===== src/rtl/camera_pkg.sv =====
// Shared types and geometry for the camera readout path.
package camera_pkg;

  localparam int unsigned DATA_W = 8;
  localparam int unsigned COLS   = 2;
  localparam int unsigned ROWS   = 2;
  localparam int unsigned CNT_W  = 8;

  localparam int unsigned PIXELS = ROWS * COLS;
  localparam int unsigned IDX_W  = $clog2(PIXELS);
  localparam int unsigned ROW_W  = $clog2(ROWS);
  localparam int unsigned COL_W  = $clog2(COLS);

  typedef logic [DATA_W-1:0] pixel_t;

  typedef enum logic {
    CAPTURE,
    DRAIN
  } readout_state_t;

endpackage


===== src/rtl/edge_detect_rise.sv =====
// Registered rising-edge detector; Rise_c is high for the first cycle Sig is seen high.
module edge_detect_rise (
  input  logic Clk,
  input  logic Reset,
  input  logic Sig,
  output logic Rise_c
);

  logic sig_q;

  always_ff @(posedge Clk) begin
    if (Reset) sig_q <= 1'b0;
    else       sig_q <= Sig;
  end

  assign Rise_c = Sig && !sig_q;

endmodule


===== src/rtl/frame_readout_buffer.sv =====
// Captures one row of column samples per ADC strobe, then drains the full
// frame as a raster-order valid/ready pixel stream.
module frame_readout_buffer
  import camera_pkg::*;
(
  input  logic                     Clk,
  input  logic                     Reset,
  input  logic                     NRE_1,
  input  logic                     NRE_2,
  input  logic                     ADC,
  input  logic                     Erase,
  input  logic [DATA_W*COLS-1:0]   Pixel_data,
  output logic [DATA_W-1:0]        Out_data,
  output logic                     Out_valid,
  input  logic                     Out_ready,
  output logic                     Out_last,
  output logic [CNT_W-1:0]         Frame_count,
  output logic                     Overrun,
  output logic                     Seq_error
);

  readout_state_t   state, state_n;
  logic [ROWS-1:0]  mask, mask_n;
  logic [IDX_W-1:0] idx, idx_n;
  logic [CNT_W-1:0] count_n;
  logic             overrun_n, seq_n;
  logic             strobe;
  logic             row0_req, row1_req, sel_ok;
  logic             wr_en;
  logic [ROW_W-1:0] wr_row;
  logic [ROWS-1:0]  wr_bit;
  logic [ROW_W-1:0] row_sel;
  logic [COL_W-1:0] col_sel;

  pixel_t frame_buf [ROWS][COLS];

  edge_detect_rise u_adc_edge (
    .Clk    (Clk),
    .Reset  (Reset),
    .Sig    (ADC),
    .Rise_c (strobe)
  );

  // Exactly one of the active-low row enables must be asserted for a valid capture
  assign row0_req = !NRE_1 &&  NRE_2;
  assign row1_req =  NRE_1 && !NRE_2;
  assign sel_ok   = row0_req || row1_req;
  assign wr_row   = ROW_W'(row1_req);
  assign wr_bit   = ROWS'(1) << wr_row;

  always_comb begin
    state_n   = state;
    mask_n    = mask;
    idx_n     = idx;
    count_n   = Frame_count;
    overrun_n = Overrun;
    seq_n     = Seq_error | (strobe && !sel_ok);
    wr_en     = 1'b0;
    case (state)
      CAPTURE: begin
        if (strobe && sel_ok) begin
          // A coincident Erase drops the old rows but keeps the new one
          wr_en  = 1'b1;
          mask_n = (Erase ? '0 : mask) | wr_bit;
          if (&mask_n) begin
            state_n = DRAIN;
            idx_n   = '0;
          end
        end else if (Erase && !strobe) begin
          mask_n = '0;
        end
      end
      DRAIN: begin
        overrun_n = Overrun | strobe;
        if (Out_ready) begin
          if (idx == IDX_W'(PIXELS - 1)) begin
            idx_n   = '0;
            mask_n  = '0;
            count_n = Frame_count + CNT_W'(1);
            state_n = CAPTURE;
          end else begin
            idx_n = idx + IDX_W'(1);
          end
        end
      end
      default: state_n = CAPTURE;
    endcase
  end

  always_ff @(posedge Clk) begin
    if (Reset) begin
      state       <= CAPTURE;
      mask        <= '0;
      idx         <= '0;
      Frame_count <= '0;
      Overrun     <= 1'b0;
      Seq_error   <= 1'b0;
    end else begin
      state       <= state_n;
      mask        <= mask_n;
      idx         <= idx_n;
      Frame_count <= count_n;
      Overrun     <= overrun_n;
      Seq_error   <= seq_n;
    end
  end

  // Frame storage carries no reset; contents only matter once every row is written
  always_ff @(posedge Clk) begin
    if (wr_en) begin
      for (int c = 0; c < int'(COLS); c++) begin
        frame_buf[wr_row][c] <= Pixel_data[c*DATA_W +: DATA_W];
      end
    end
  end

  assign row_sel   = ROW_W'(idx / IDX_W'(COLS));
  assign col_sel   = COL_W'(idx % IDX_W'(COLS));
  assign Out_valid = (state == DRAIN);
  assign Out_last  = Out_valid && (idx == IDX_W'(PIXELS - 1));
  assign Out_data  = Out_valid ? frame_buf[row_sel][col_sel] : '0;

endmodule


===== config.mk =====
export PLATFORM = sky130hd
export DESIGN_NAME = frame_readout_buffer
export DESIGN_NICKNAME = d
export VERILOG_FILES = /design/src/rtl/camera_pkg.sv /design/src/rtl/edge_detect_rise.sv /design/src/rtl/frame_readout_buffer.sv
export SDC_FILE = /design/constraint.sdc
export NUM_CORES = 1
export LEC_CHECK = 0
export CORE_MARGIN = 2
export CORE_UTILIZATION = 45
export CTS_CLUSTER_SIZE = 14
export DETAILED_ROUTE_END_ITERATION = 12
export HOLD_SLACK_MARGIN = 0.02
export PLACE_DENSITY = 0.73
export SYNTH_ARGS = -nofsm -noshare
export SYNTH_HDL_FRONTEND = slang
export SYNTH_HIERARCHICAL = 1
export SYNTH_SLANG_ARGS = --single-unit

===== constraint.sdc =====
create_clock -name Clk -period 2 [get_ports Clk]
set_input_delay 0.3 -clock Clk [delete_from_list [all_inputs] [get_ports Clk]]
set_output_delay 0.3 -clock Clk [all_outputs]
set_load 0.02 [all_outputs]

== Word-level counts from Yosys, hierarchy flattened ==
Memories as Yosys holds them, arrays and structs flattened. A register that Yosys moved wholly into a read port is not among the register bits.
Index checks and enable logic that the tools add are counted.
W data, S select, Z words.
Storage, ports and cells
  memories: 1
  word-level logic and storage cells: 66
  input port bits: 23
  bits in registers: 16
  output and inout bits: 20
  memory bits (writable): 32
Operators by class
  bitwise operators: 5
  mux-type cells: 26
  reductions and logical operators: 17
  add/sub/neg operators: 2
  shift-type cells: 1
  equality and inequality tests: 6
  order comparisons: 1
Memory list
  frame_buf: words 2, bits a word 16, rd ports 1, clocked after Yosys merged registers in 1, write ports 1, RTL line frame_readout_buffer.sv:35  | pixel_t frame_buf [ROWS][COLS];
Operator list (count)
  $mux W8: 4
  $mux W2: 9
  $mux W1: 10
  $reduce_and A3 Y1: 3
  $add A8 B1 Y8 const B: 1
  $pmux W2 S2: 2
  $logic_and A1 B1 Y1: 7
  $ne A2 B2 Y1 const B: 3
  $logic_not A1 Y1: 5
  $ne A3 B3 Y1 const B: 1
  $add A2 B1 Y2 const B: 1
  $eq A2 B2 Y1 const B: 1
  $ge A2 B2 Y1 const B: 1
  $ne A2 B1 Y1 const B: 1
  $not A1 Y2: 1
  $or A1 B1 Y1: 2
  $or A2 B2 Y2: 1
  $pmux W1 S2: 1
  $reduce_and A2 Y1: 1
  $shl A1 B1 Y2 const A: 1
  $logic_or A1 B1 Y1: 1
  $not A1 Y1: 1

== Depth between registers and ports, before layout ==
Gate-level depths: netlist (run 1).
  word-level depth: 10
  gate-level depth with buffers: 5
  gate-level depth less buffers: 5

== Hierarchy ==
The synthesis (run 1) kept the hierarchy.
By module, submodules not included
  frame_readout_buffer: cells an instance 129, instances 1, area each 1920.6 um^2, sequential area each 1281.2 um^2
  edge_detect_rise: cells an instance 3, instances 1, area each 47.5 um^2, sequential area each 20.0 um^2

== Worst setup path after synthesis (run 1) ==
No wires, ideal clock.
  kind: input to register
  from: input port NRE_2
  to: memory frame_buf[0][0] in the netlist's numbering, enable pin
  required time: 1.636 ns
  stages: 5
  arrival time: 1.235 ns
  slack: 0.401 ns
  path through: inv_1 > ha_1 > nor3b_2 > nand2b_1 > inv_1
On the way
  longest elaborated chain between the ends: 8
  elaborated cells on any way between the ends: 9
  those cells by class: 4 x mux; 5 x reduce/logical
RTL lines
  from (decl): RTL line frame_readout_buffer.sv:9  | input logic NRE_2,
  $logic_not A1 Y1: RTL line frame_readout_buffer.sv:46  | assign row1_req = NRE_1 && !NRE_2;
  $logic_and A1 B1 Y1: RTL line frame_readout_buffer.sv:46
  $logic_or A1 B1 Y1: RTL line frame_readout_buffer.sv:47  | assign sel_ok = row0_req || row1_req;
  $logic_and A1 B1 Y1: RTL line frame_readout_buffer.sv:61  | if (strobe && sel_ok) begin
  $mux W1: RTL line frame_readout_buffer.sv:61
  $mux W1: RTL line frame_readout_buffer.sv:59  | case (state)
  $mux W1: RTL line frame_readout_buffer.sv:110  | if (wr_en) begin
  $mux W1 (not written as such): RTL line frame_readout_buffer.sv:112  | frame_buf[wr_row][c] <= Pixel_data[c*DATA_W +: DATA_W];
  to (decl): RTL line frame_readout_buffer.sv:35
Parallel ways exist; a longest one is shown, timed or not.

==> results of run 1 <==
worst reg2reg max path, delay by kind of cell, from the launching register on:
family | cells | cell delay (ns)
compound gates | 1 | 0.13
simple gates | 2 | 0.79
flops | 1 | 0.41
buf+inv | 1 | 0.18
state kept, by name, summed over array words and instances (netlist names), named ones only:
register and flops:
Out_valid 1, frame_buf 32, Overrun 1, idx 2, Frame_count 8, u_adc_edge/sig_q 1
mask 2, Seq_error 1
cell families after synthesis:
group	count (synthesis)	synth area share [%]
flip-flops	49	66.12
AND/OR/NAND/NOR	38	12.21
AO/OA/AOI/OAI	22	6.929
multiplexers	10	10.17
buffers and inverters	8	1.780
adder cells (fa/ha/maj)	3	1.907
XOR/XNOR	2	0.8902
timing repair:
item	4_1_cts	5_1_grt
hold buffers	0	0
endpoints found under the setup margin	9	7
resized for setup	29	7
stage by stage:
stage	cells	utilization (%)	TNS, ns
after detailed placement	228	58.97	-0.3593
after floorplan	132	-	0
final	236	60.20	0
after CTS	236	61.01	0
after global routing	236	60.20	0
after global placement	228	58.97	-0.07327
per-layer routing:
metal | up-vias | global-route usage (%)
met5 | - | 0
met4 | 0 | 4.915
met3 | 7 | 5.051
met2 | 38 | 29.52
met1 | 626 | 18.60
li1 | 603 | -
how the worst min path moves through the flow:
| stage | from | endpoint | slack [ns] | depth (start not counted) |
|---|---|---|---|---|
| after floorplan | Reset | u_adc_edge/sig_q | 0.36 | 1 |
| after global placement | Seq_error | Seq_error | 0.46 | 2 |
| after detailed placement | Frame_count[7] | Frame_count[7] | 0.48 | 2 |
| after CTS | Frame_count[7] | Frame_count[7] | 0.49 | 2 |
| after global routing | Frame_count[7] | Frame_count[7] | 0.54 | 2 |
| final | Frame_count[7] | Frame_count[7] | 0.49 | 2 |
area by class of cell:
class	instances	area [um^2]	area share, %
clock buffer	5	68.82	2.662
clock inverter	3	17.52	0.6776
multi-input combinational	75	631.9	24.44
inverter	3	11.26	0.4356
timing repair buffer	49	485.5	18.78
sequential	49	1305	50.48
tap	52	65.06	2.517
placed cells by master, fill, tap and decap left out:
cell type	n
clkinv_2	2
edfxtp_1	32
o31ai_1	2
dfxtp_2	3
xor2_1	2
clkinvlp_4	1
inv_1	3
or3b_1	1
a21oi_1	11
mux4_2	8
ha_1	3
a21bo_1	1
dlymetal6s2s_1	1
nor2_1	5
buf_2	8
mux2i_1	2
nand4_1	3
or3_1	4
nand4_2	1
buf_12	4
and2_1	9
nand2b_1	1
nor3b_2	1
o311ai_1	2
or4_1	2
nand3_1	2
nand2_1	6
o21ai_1	3
clkdlybuf4s50_1	33
nor2b_4	2
dfxtp_1	14
buf_4	3
clkbuf_8	5
a21oi_2	1
or2_0	1
o211ai_1	2
power groups by stage:
stage	logic (mW)	registers (mW)	clock network (mW)
after floorplan	0.0424	1.14	0
after global placement	0.117	1.13	0
after detailed placement	0.121	1.14	0
after CTS	0.122	1.11	0.586
after global routing	0.130	1.11	0.625
final	0.120	1.11	0.561
==> impl_metrics.json, run 1 <==
{
  "wl_met1_um": 1563,
  "outcome": "completed",
  "rr_endpoint": "Out_valid",
  "core_um2": 4294,
  "drt_iter0_markers": 106,
  "grt_overflow": 0,
  "synth_cell_types": 30,
  "top_layer": "met4",
  "clkLatencyLatePin_ns": 0.30,
  "yosysMostFrequentCell": "edfxtp_1",
  "internal_power_mw": 1.418,
  "htree_levels": 2,
  "clkSinkCount": 49,
  "num_antenna_cells": 0,
  "synth_area_leader_cell": "edfxtp_1",
  "drv_cap": 0,
  "grt_pass1_vias": 1416,
  "clockBufferDepth": 2,
  "setup_ws_ns": 0.1147,
  "setup.worst_path.end": "Out_data[0]",
  "synth.yosys.seq_area_share_pct": 66.12,
  "dp_hpwl_um": 2594,
  "power_mw": 1.793,
  "drc": 0,
  "ir_drop_mv": 0.3944,
  "pwr-share-clk_pct": 31.3,
  "grt_max_degree": 17,
  "min_period_ns": 1.885,
  "cts_tree": "done",
  "p_seq_share_pct": 62.0,
  "r2r_cells": 4,
  "antenna_left": 0,
  "whs_ns": 0.4918,
  "dieArea_um2": 4919,
  "fmax_mhz": 530.4,
  "pre_cts_slack_ns": -0.1176,
  "cts-root-buf": "clkbuf_8",
  "met3_length_um": 205,
  "rsz0062_at_grt": "false",
  "drt_wl_total_um": 3763,
  "worstSetupEndpointType": "output port",
  "cts_setup_buffers": 0,
  "syn_area_per_cell_um2": 14.91,
  "syn_area_um2": 1968,
  "synthCells": 132,
  "nets": 209,
  "slowest_delay_ns": 0.49,
  "worst-path-stages": 4,
  "grt_usage_pct": 16.38,
  "initial_core_util_pct": 45.83,
  "min_path_type": "flip-flop to flip-flop",
  "p_leak_nw": 0.9322,
  "crit_slowest_cell": "mux4_2",
  "area_growth_pct": 31.34,
  "design_area_um2": 2585,
  "crit_arrival_ns": 1.59,
  "ys_top_cells_by_area": "edfxtp_1, dfxtp_1, mux4_2",
  "clkSlewWorstSetupHoldPaths_ns": 0.09,
  "p_sw_share_pct": 20.92,
  "worst-path-buf-inv": 2,
  "startpoint_type": "flip-flop",
  "combPwrFrac_pct": 6.7,
  "die-width_um": 70.14,
  "dr_total_vias": 1274,
  "fillers": 355,
  "netlist.area_leader.share_pct": 48.82,
  "row_count": 24,
  "place_area_um2": 2532,
  "worst_pin_slew_ns": 0.6680,
  "wl_per_cell_um": 15.94,
  "critPathKind": "flip-flop to output port",
  "setup_violations": 0,
  "worst-path-max-fanout": 8,
  "netlist_top_cells_count": "edfxtp_1, dfxtp_1, a21oi_1",
  "drive_above_1_share_pct": 21.20,
  "synth-edff-count": 32,
  "path_cells": "buf_12 > mux4_2 > and2_1 > buf_2",
  "viasPerCell": 5.398,
  "slew_headroom_pct": 55.33,
  "period_share_pct": 94.26,
  "async_flop_share_pct": 0,
  "ys_seq_elements": 49,
  "yosys_warnings": 6,
  "place_congestion": 0.7115,
  "syn-num-nets": 158,
  "synthFlopType": "edfxtp_1",
  "power.switching_mw": 0.3751,
  "route.met2.wl_um": 1949,
  "dr.pass1.iters": 4,
  "hold_violations": 0,
  "antenna_found_initial": 0,
  "powerDensity_nw_per_um2": 693.6,
  "drv_slew": 0,
  "skew_ns": 0.003199,
  "ios": 43,
  "die_height_um": 70.14,
  "numCtsBuffers": 5,
  "r2r_slack_ns": 0.41,
  "crit_required_ns": 1.70,
  "grt_first_pass_wirelength_um": 6292,
  "path_delay_family": "multiplexers",
  "r2r_start": "Out_valid",
  "io_buffers": 42
}
(Power assumes the default switching activity.)
==> run 2: changes to the inputs <==
- PLACE_DENSITY: 0.73 -> not set
- PLACE_DENSITY_LB_ADDON: not set -> 0.08
==> impl_metrics.json, run 2 (synthesis gave the netlist of run 1 again) <==
{
  "worst-path-max-fanout": 8,
  "grt_pass1_vias": 1323,
  "wl_per_cell_um": 15.32,
  "drv_cap": 0,
  "rsz0062_at_grt": "false",
  "grt_usage_pct": 15.66,
  "hold_buffers": 0,
  "cts-root-buf": "clkbuf_8",
  "skew_ns": 0.006843,
  "critPathKind": "flip-flop to output port",
  "final_common_cell": "clkdlybuf4s50_1",
  "dieArea_um2": 4919,
  "area_growth_pct": 31.21,
  "num_antenna_cells": 0,
  "grt_first_pass_wirelength_um": 5920,
  "fmax_mhz": 532.6,
  "crit_required_ns": 1.70,
  "top_regs": "frame_buf: 32 flops, Frame_count: 8 flops",
  "place_congestion": 0.7410,
  "drt_wl_total_um": 3570,
  "cts_tree": "done",
  "dp_hpwl_um": 2516,
  "drive_above_1_share_pct": 19.34,
  "antenna_left": 0,
  "path_delay_family": "multiplexers",
  "outcome": "completed",
  "clkSinkCount": 49,
  "finalSetupTns_ns": 0,
  "worst-path-buf-inv": 2,
  "whs_ns": 0.4782,
  "setup_ws_ns": 0.1225,
  "clkSlewWorstSetupHoldPaths_ns": 0.08,
  "slew_headroom_pct": 56.86,
  "slowest_delay_ns": 0.49,
  "die-width_um": 70.14,
  "cts_setup_buffers": 0,
  "setup_violations": 0,
  "initial_core_util_pct": 45.83,
  "ir_drop_mv": 0.4626,
  "fillers": 365,
  "numCtsBuffers": 5,
  "drt_iter0_markers": 66,
  "design_area_um2": 2582,
  "crit_slowest_cell": "mux4_2",
  "viasPerCell": 5.403,
  "die_height_um": 70.14,
  "worstSetupEndpointType": "output port",
  "min_path_type": "flip-flop to flip-flop",
  "drc": 0,
  "power_mw": 1.893,
  "ios": 43,
  "powerDensity_nw_per_um2": 733.1,
  "core_um2": 4294,
  "grt_overflow": 0,
  "regMostFlops": "frame_buf",
  "min_period_ns": 1.877,
  "antenna_found_initial": 0,
  "startpoint_type": "flip-flop",
  "place_area_um2": 2517,
  "path_cells": "buf_12 > mux4_2 > and2_1 > buf_2",
  "hold_violations": 0,
  "dr.pass1.iters": 4,
  "crit_arrival_ns": 1.58,
  "largest_reg_flops": 32,
  "p_leak_nw": 0.9176,
  "dr_total_vias": 1259,
  "htree_levels": 2,
  "pre_cts_slack_ns": -0.1156,
  "clkLatencyLatePin_ns": 0.29,
  "period_share_pct": 93.87,
  "grt_max_degree": 18,
  "row_count": 24,
  "worst_pin_slew_ns": 0.6451,
  "clockBufferDepth": 2,
  "layout_common_cells": "clkdlybuf4s50_1, edfxtp_1, dfxtp_1",
  "drv_slew": 0,
  "io_buffers": 42,
  "nets": 207
}
[run 2: cell count changes in the layout (fill, tap and decap cells not counted), sizes merged]
cell,before,now
dlymetal6s2s,1,0
dlygate4sd2,0,1
bufinv,0,1
clkinvlp,1,0
buf,15,13
clkinv,2,1
[run 2: cell type report]
class / count / area [um^2] / area share [%]
Timing Repair Buffer: 47 / 466.7 / 18.07
Clock inverter: 2 / 35.03 / 1.357
Sequential cell: 49 / 1304 / 50.48
Clock buffer: 5 / 68.82 / 2.665
Multi-Input combinational cell: 75 / 631.9 / 24.47
Inverter: 3 / 11.26 / 0.4360
Tap cell: 52 / 65.06 / 2.519
[run 2: worst paths after layout]
kind            endpoint  cells after the start  startpoint  slack, ns
max          Out_data[6]                      4   flip-flop       0.12
max reg2reg    Out_valid                      4   Out_valid       0.38
min              Overrun                      2     Overrun       0.48
min reg2reg      Overrun                      2     Overrun       0.48
[run 2: metrics by stage]
step,util [%],std cells
after floorplan,-,132
after global placement,58.62,226
after detailed placement,58.62,226
after CTS,61.16,233
after global routing,60.14,233
final,60.14,233
[run 2: power breakdown]
part	internal [mW]	leakage (nW)	switching [mW]
sequential	1.10	0.431	0.00720
clock	0.363	0.0540	0.302
combinational	0.0695	0.433	0.0471
total	1.54	0.918	0.356
[run 2: what timing repair did]
action                                  CTS  global route
pin swaps                                 0             0
gates resized for setup                  28             7
endpoints found under the setup margin   10             7
endpoints found under the hold margin     0             0
[run 2: worst min-delay path: stages (launching register included)]
cell and delay, ns:
dfxtp_1 0.33, a21oi_1 0.04, nor2_1 0.07
[run 2: routing by layer]
layer | vias up | GRT usage (%) | wire length [um]
met1 | 614 | 17.58 | 1393
met2 | 35 | 28.04 | 1940
met5 | - | 0 | 0
li1 | 605 | - | -
met3 | 5 | 5.051 | 183
met4 | 0 | 5.128 | 52
==> RTL change 1 (settings of run 2) <==
`ROWS`: 2 -> 4.
--- a/src/rtl/camera_pkg.sv
+++ b/src/rtl/camera_pkg.sv
@@ -5,3 +5,3 @@
   localparam int unsigned COLS   = 2;
-  localparam int unsigned ROWS   = 2;
+  localparam int unsigned ROWS   = 4;
   localparam int unsigned CNT_W  = 8;
Behaviour: not the same (Yosys sat finds a counterexample within 4 cycles, from zero or initial values and one cycle with Reset high).
==> RTL change 1 against run 2 <==
- synthesized area rose by 5.3%
- sequential cell count is 3 higher
- cell area rose by 8.4%
- routed wire length up 9.8%
- critical path depth increased by 1
- maximum frequency down 4.4%
- worst setup slack got worse by 0.087 ns
- total power grew 6.4%
- critical path type unchanged
- critical endpoint is now Out_data[7]
==> RTL change 1: results (changes against run 2) <==
dpl cell area: 2640 um^2 (+4.7%)
1st-iter DRT viols: 88 (+33%)
Crit Reg-Reg Endpoint: Frame_count[6]
Slew @ Worst Pin: 0.520 ns (-0.126 ns)
register area share after synthesis: 65.7% (-0.45 points)
share of layout cells above drive strength 1: 25.4% (+6.0 points)
clock group power: 719 uW (+8.1%)
Reg2Reg Launch Point: idx[0]
first-pass GRT wire length: 6490 um (+9.6%)
VDD IR max: 0.480 mV (+3.8%)
biggest regs: frame_buf: 32 flops, Frame_count: 8 flops, mask: 4 flops
Post-CTS Setup Inserts: 3 (+3)
gpl congestion: 0.724 (-2.3%)
Setup crit end: Out_data[7]
Vias/cell: 5.11 (-5.5%)
most instantiated cells after synthesis: edfxtp_1, dfxtp_1, nor2_1, a21oi_1, and2_1
crit-path max FO: 6 (-2)
Total Routing Usage GR: 16.6% (+0.91 points)
post-CTS sizing: 37 (+32%)
CP arrival: 1.66 ns (+0.08 ns)
Post-Place Setup Slack: -0.110 ns (+0.00582 ns)
final setup margin: 0.0360 ns (-0.0865 ns)
status: complete, no violations
internal power: 1640 uW (+6.8%)
Netlist cell types: 32 (+6.7%)
area occupied by multi-input gates: 688 um^2 (+8.9%)
syn avg cell area: 14.2 um^2 (-4.8%)
placed cells: 245 (+8.4%)
top post-synthesis cells by area: edfxtp_1, dfxtp_1, mux4_2
-- RTL change 1: changes by cell type after synthesis, sizes merged, moves of 3 or more --
| cell | before | now |
|---|---|---|
| xnor2 | 0 | 3 |
| dfxtp | 17 | 20 |
| nand3b | 0 | 3 |
| nor2 | 5 | 12 |
-- RTL change 1: area by class of cell --
type / count / share of cell area [%]
Sequential cell: 52 / 48.7
Multi-Input combinational cell: 84 / 24.6
Timing Repair Buffer: 57 / 19.7
Clock buffer: 6 / 2.95
Tap cell: 52 / 2.32
Clock inverter: 2 / 1.21
Inverter: 4 / 0.536
-- RTL change 1: logic make-up after synthesis --
kind of cell | count (synthesis) | synth area share, %
simple gates | 48 | 13.7
compound gates | 19 | 5.49
flops | 52 | 65.7
mux | 9 | 9.17
xor+xnor | 4 | 1.69
buf+inv | 10 | 1.87
fa+ha+maj | 4 | 2.41
-- RTL change 1: layer usage --
metal,part of all wire (%),track usage [%]
met5,0,0
met2,52,28.9
met1,41,20.0
met3,5.8,5.49
met4,0.97,3.77
==> RTL change 2 (config.mk and constraints of run 2) <==
Made on the original files. Put one more register stage on the output `Seq_error`. The value now appears one clock later. The other outputs are not delayed to match.
--- a/src/rtl/frame_readout_buffer.sv
+++ b/src/rtl/frame_readout_buffer.sv
@@ -20,2 +20,4 @@
 );
+
+  logic Seq_error_s0;
 
@@ -56,3 +58,3 @@
     overrun_n = Overrun;
-    seq_n     = Seq_error | (strobe && !sel_ok);
+    seq_n     = Seq_error_s0 | (strobe && !sel_ok);
     wr_en     = 1'b0;
@@ -96,3 +98,3 @@
       Overrun     <= 1'b0;
-      Seq_error   <= 1'b0;
+      Seq_error_s0 <= 1'b0;
     end else begin
@@ -103,3 +105,3 @@
       Overrun     <= overrun_n;
-      Seq_error   <= seq_n;
+      Seq_error_s0 <= seq_n;
     end
@@ -122,2 +124,6 @@
 
+  always_ff @(posedge Clk) begin
+    Seq_error <= Seq_error_s0;
+  end
+
 endmodule
Formal check against the unedited RTL: not equivalent (a bounded check fails within 4 cycles, from zero or initial values and one cycle with Reset high).
==> RTL change 2 against run 2 <==
- maximum frequency barely moved
- register-to-register slack is essentially flat
- cell area up 1.0%
- worst setup slack worse by 0.00066 ns
- total power up 2.7%
- first-iteration DRC count grew 7.6%
- global-route usage is 0.082 points higher
- clock skew grew 0.0033 ns
- routed wire length up 2.5%
- sequential cell count up 1
- combinational power about the same
- synthesized area is 1.0% higher
- largest power group unchanged
- highest routed layer unchanged
==> RTL change 2: results (changes against run 2) <==
status: complete, no violations
initial antenna violation count: 0 (unchanged)
net count after synthesis: 159 (+0.63%)
root buffer cell: clkbuf_8
share of layout cells above drive strength 1: 19.1% (-0.21 points)
Post-Route M1 WL: 1530 um (+9.6%)
met2 wire length: 1980 um (+1.9%)
placed cells: 227 (+0.44%)
GR Layer Usage met3: 3.17% (-1.9 points)
Fin Clk Skew: 0.0101 ns (+0.00326 ns)
P_sw: 376 uW (+5.7%)
routed via count: 1239 (-1.6%)
Pleak: 0.000923 uW (+0.62%)
ys async rst share: 0% (unchanged)
GR met1 Demand/Resource: 16.9% (-0.68 points)
met2 usage: 30.0% (+1.9 points)
CTS Buf Count: 5 (unchanged)
VDD IR max: 0.408 mV (-12%)
1st-iter DRT viols: 71 (+7.6%)
Post-Place Setup Slack: -0.113 ns (+0.00264 ns)
Vias/cell: 5.27 (-2.4%)
number of flops mapped to enable cells by yosys: 32 (unchanged)
Total Routing Usage GR: 15.7% (+0.082 points)
Clock Tree Buf Depth: 2 (unchanged)
biggest regs: frame_buf: 32 flops, Frame_count: 8 flops
max_slew headroom: 55.8% (-1.0 points)
first-pass GRT wire length: 6070 um (+2.4%)
top post-synthesis cells by area: edfxtp_1, dfxtp_1, mux4_2
vias in the first global route: 1402 (+6.0%)
PortBufs: 42 (unchanged)
drt total wl: 3660 um (+2.5%)
top routing layer in use: met4
syn avg cell area: 14.9 um^2 (+0.26%)
fin nets: 208 (+0.48%)
gpl congestion: 0.679 (-8.4%)
worst hold stages: 0 (-2)
Netlist cell types: 30 (unchanged)
dpl cell area: 2540 um^2 (+0.80%)
register area share after synthesis: 66.5% (+0.34 points)
hpwl dp: 2580 um (+2.6%)
WL met3: 129 um (-30%)
most instantiated cells after synthesis: edfxtp_1, dfxtp_1, a21oi_1, and2_1, mux4_2
RTL change 2: cell types whose count changed in the layout (fill, tap and decap cells not counted):
cell,change
clkinvlp_4,+1
clkinv_2,-1
clkbuf_1,+1
dfxtp_1,+1
RTL change 2: critical path, cell delays in order, from the launching register on:
cell,delay [ns]
dfxtp_2,0.34
buf_12,0.14
mux4_2,0.49
and2_1,0.17
buf_2,0.15
RTL change 2: final cells by class:
class / count / area (um^2)
clock buffer: 6 / 72.6
sequential: 50 / 1320
timing repair buffer: 47 / 467
multi-input combinational: 75 / 632
tap: 52 / 65.1
inverter: 3 / 11.3
fill: 351 / 1690
clock inverter: 2 / 37.5
RTL change 2: what timing repair did:
action	CTS	global route
endpoints found under the hold margin	0	0
resized for setup	29	6
endpoints found under the setup margin	10	6
setup buffers	0	0
RTL change 2: logic make-up (layout without fill, tap and decap cells):
logic type / after synthesis / in the layout / share of synthesized area (%)
flip-flops: 50 / 50 / 66.5
XOR/XNOR: 2 / 2 / 0.881
AO/OA/AOI/OAI: 22 / 22 / 6.86
multiplexers: 10 / 10 / 10.1
adder cells (fa/ha/maj): 3 / 3 / 1.89
buffers and inverters: 8 / 58 / 1.76
AND/OR/NAND/NOR: 38 / 38 / 12.1
RTL change 2: power by group through the flow:
| stage | Sequential (uW) | Clock, uW | Combinational, uW |
|---|---|---|---|
| detailed placement | 1160 | 0 | 119 |
| finish | 1130 | 694 | 117 |
| global placement | 1160 | 0 | 114 |
| global route | 1140 | 751 | 127 |
| floorplan | 1160 | 0 | 42.4 |
| CTS | 1130 | 715 | 119 |
RTL change 2: worst paths after layout:
check	from	to	slack (ns)
hold reg to reg	Seq_error_s0	Seq_error	0.36
hold / removal	Seq_error_s0	Seq_error	0.36
setup / recovery	flip-flop	Out_data[3]	0.12
setup reg to reg	Out_valid	Out_valid	0.38
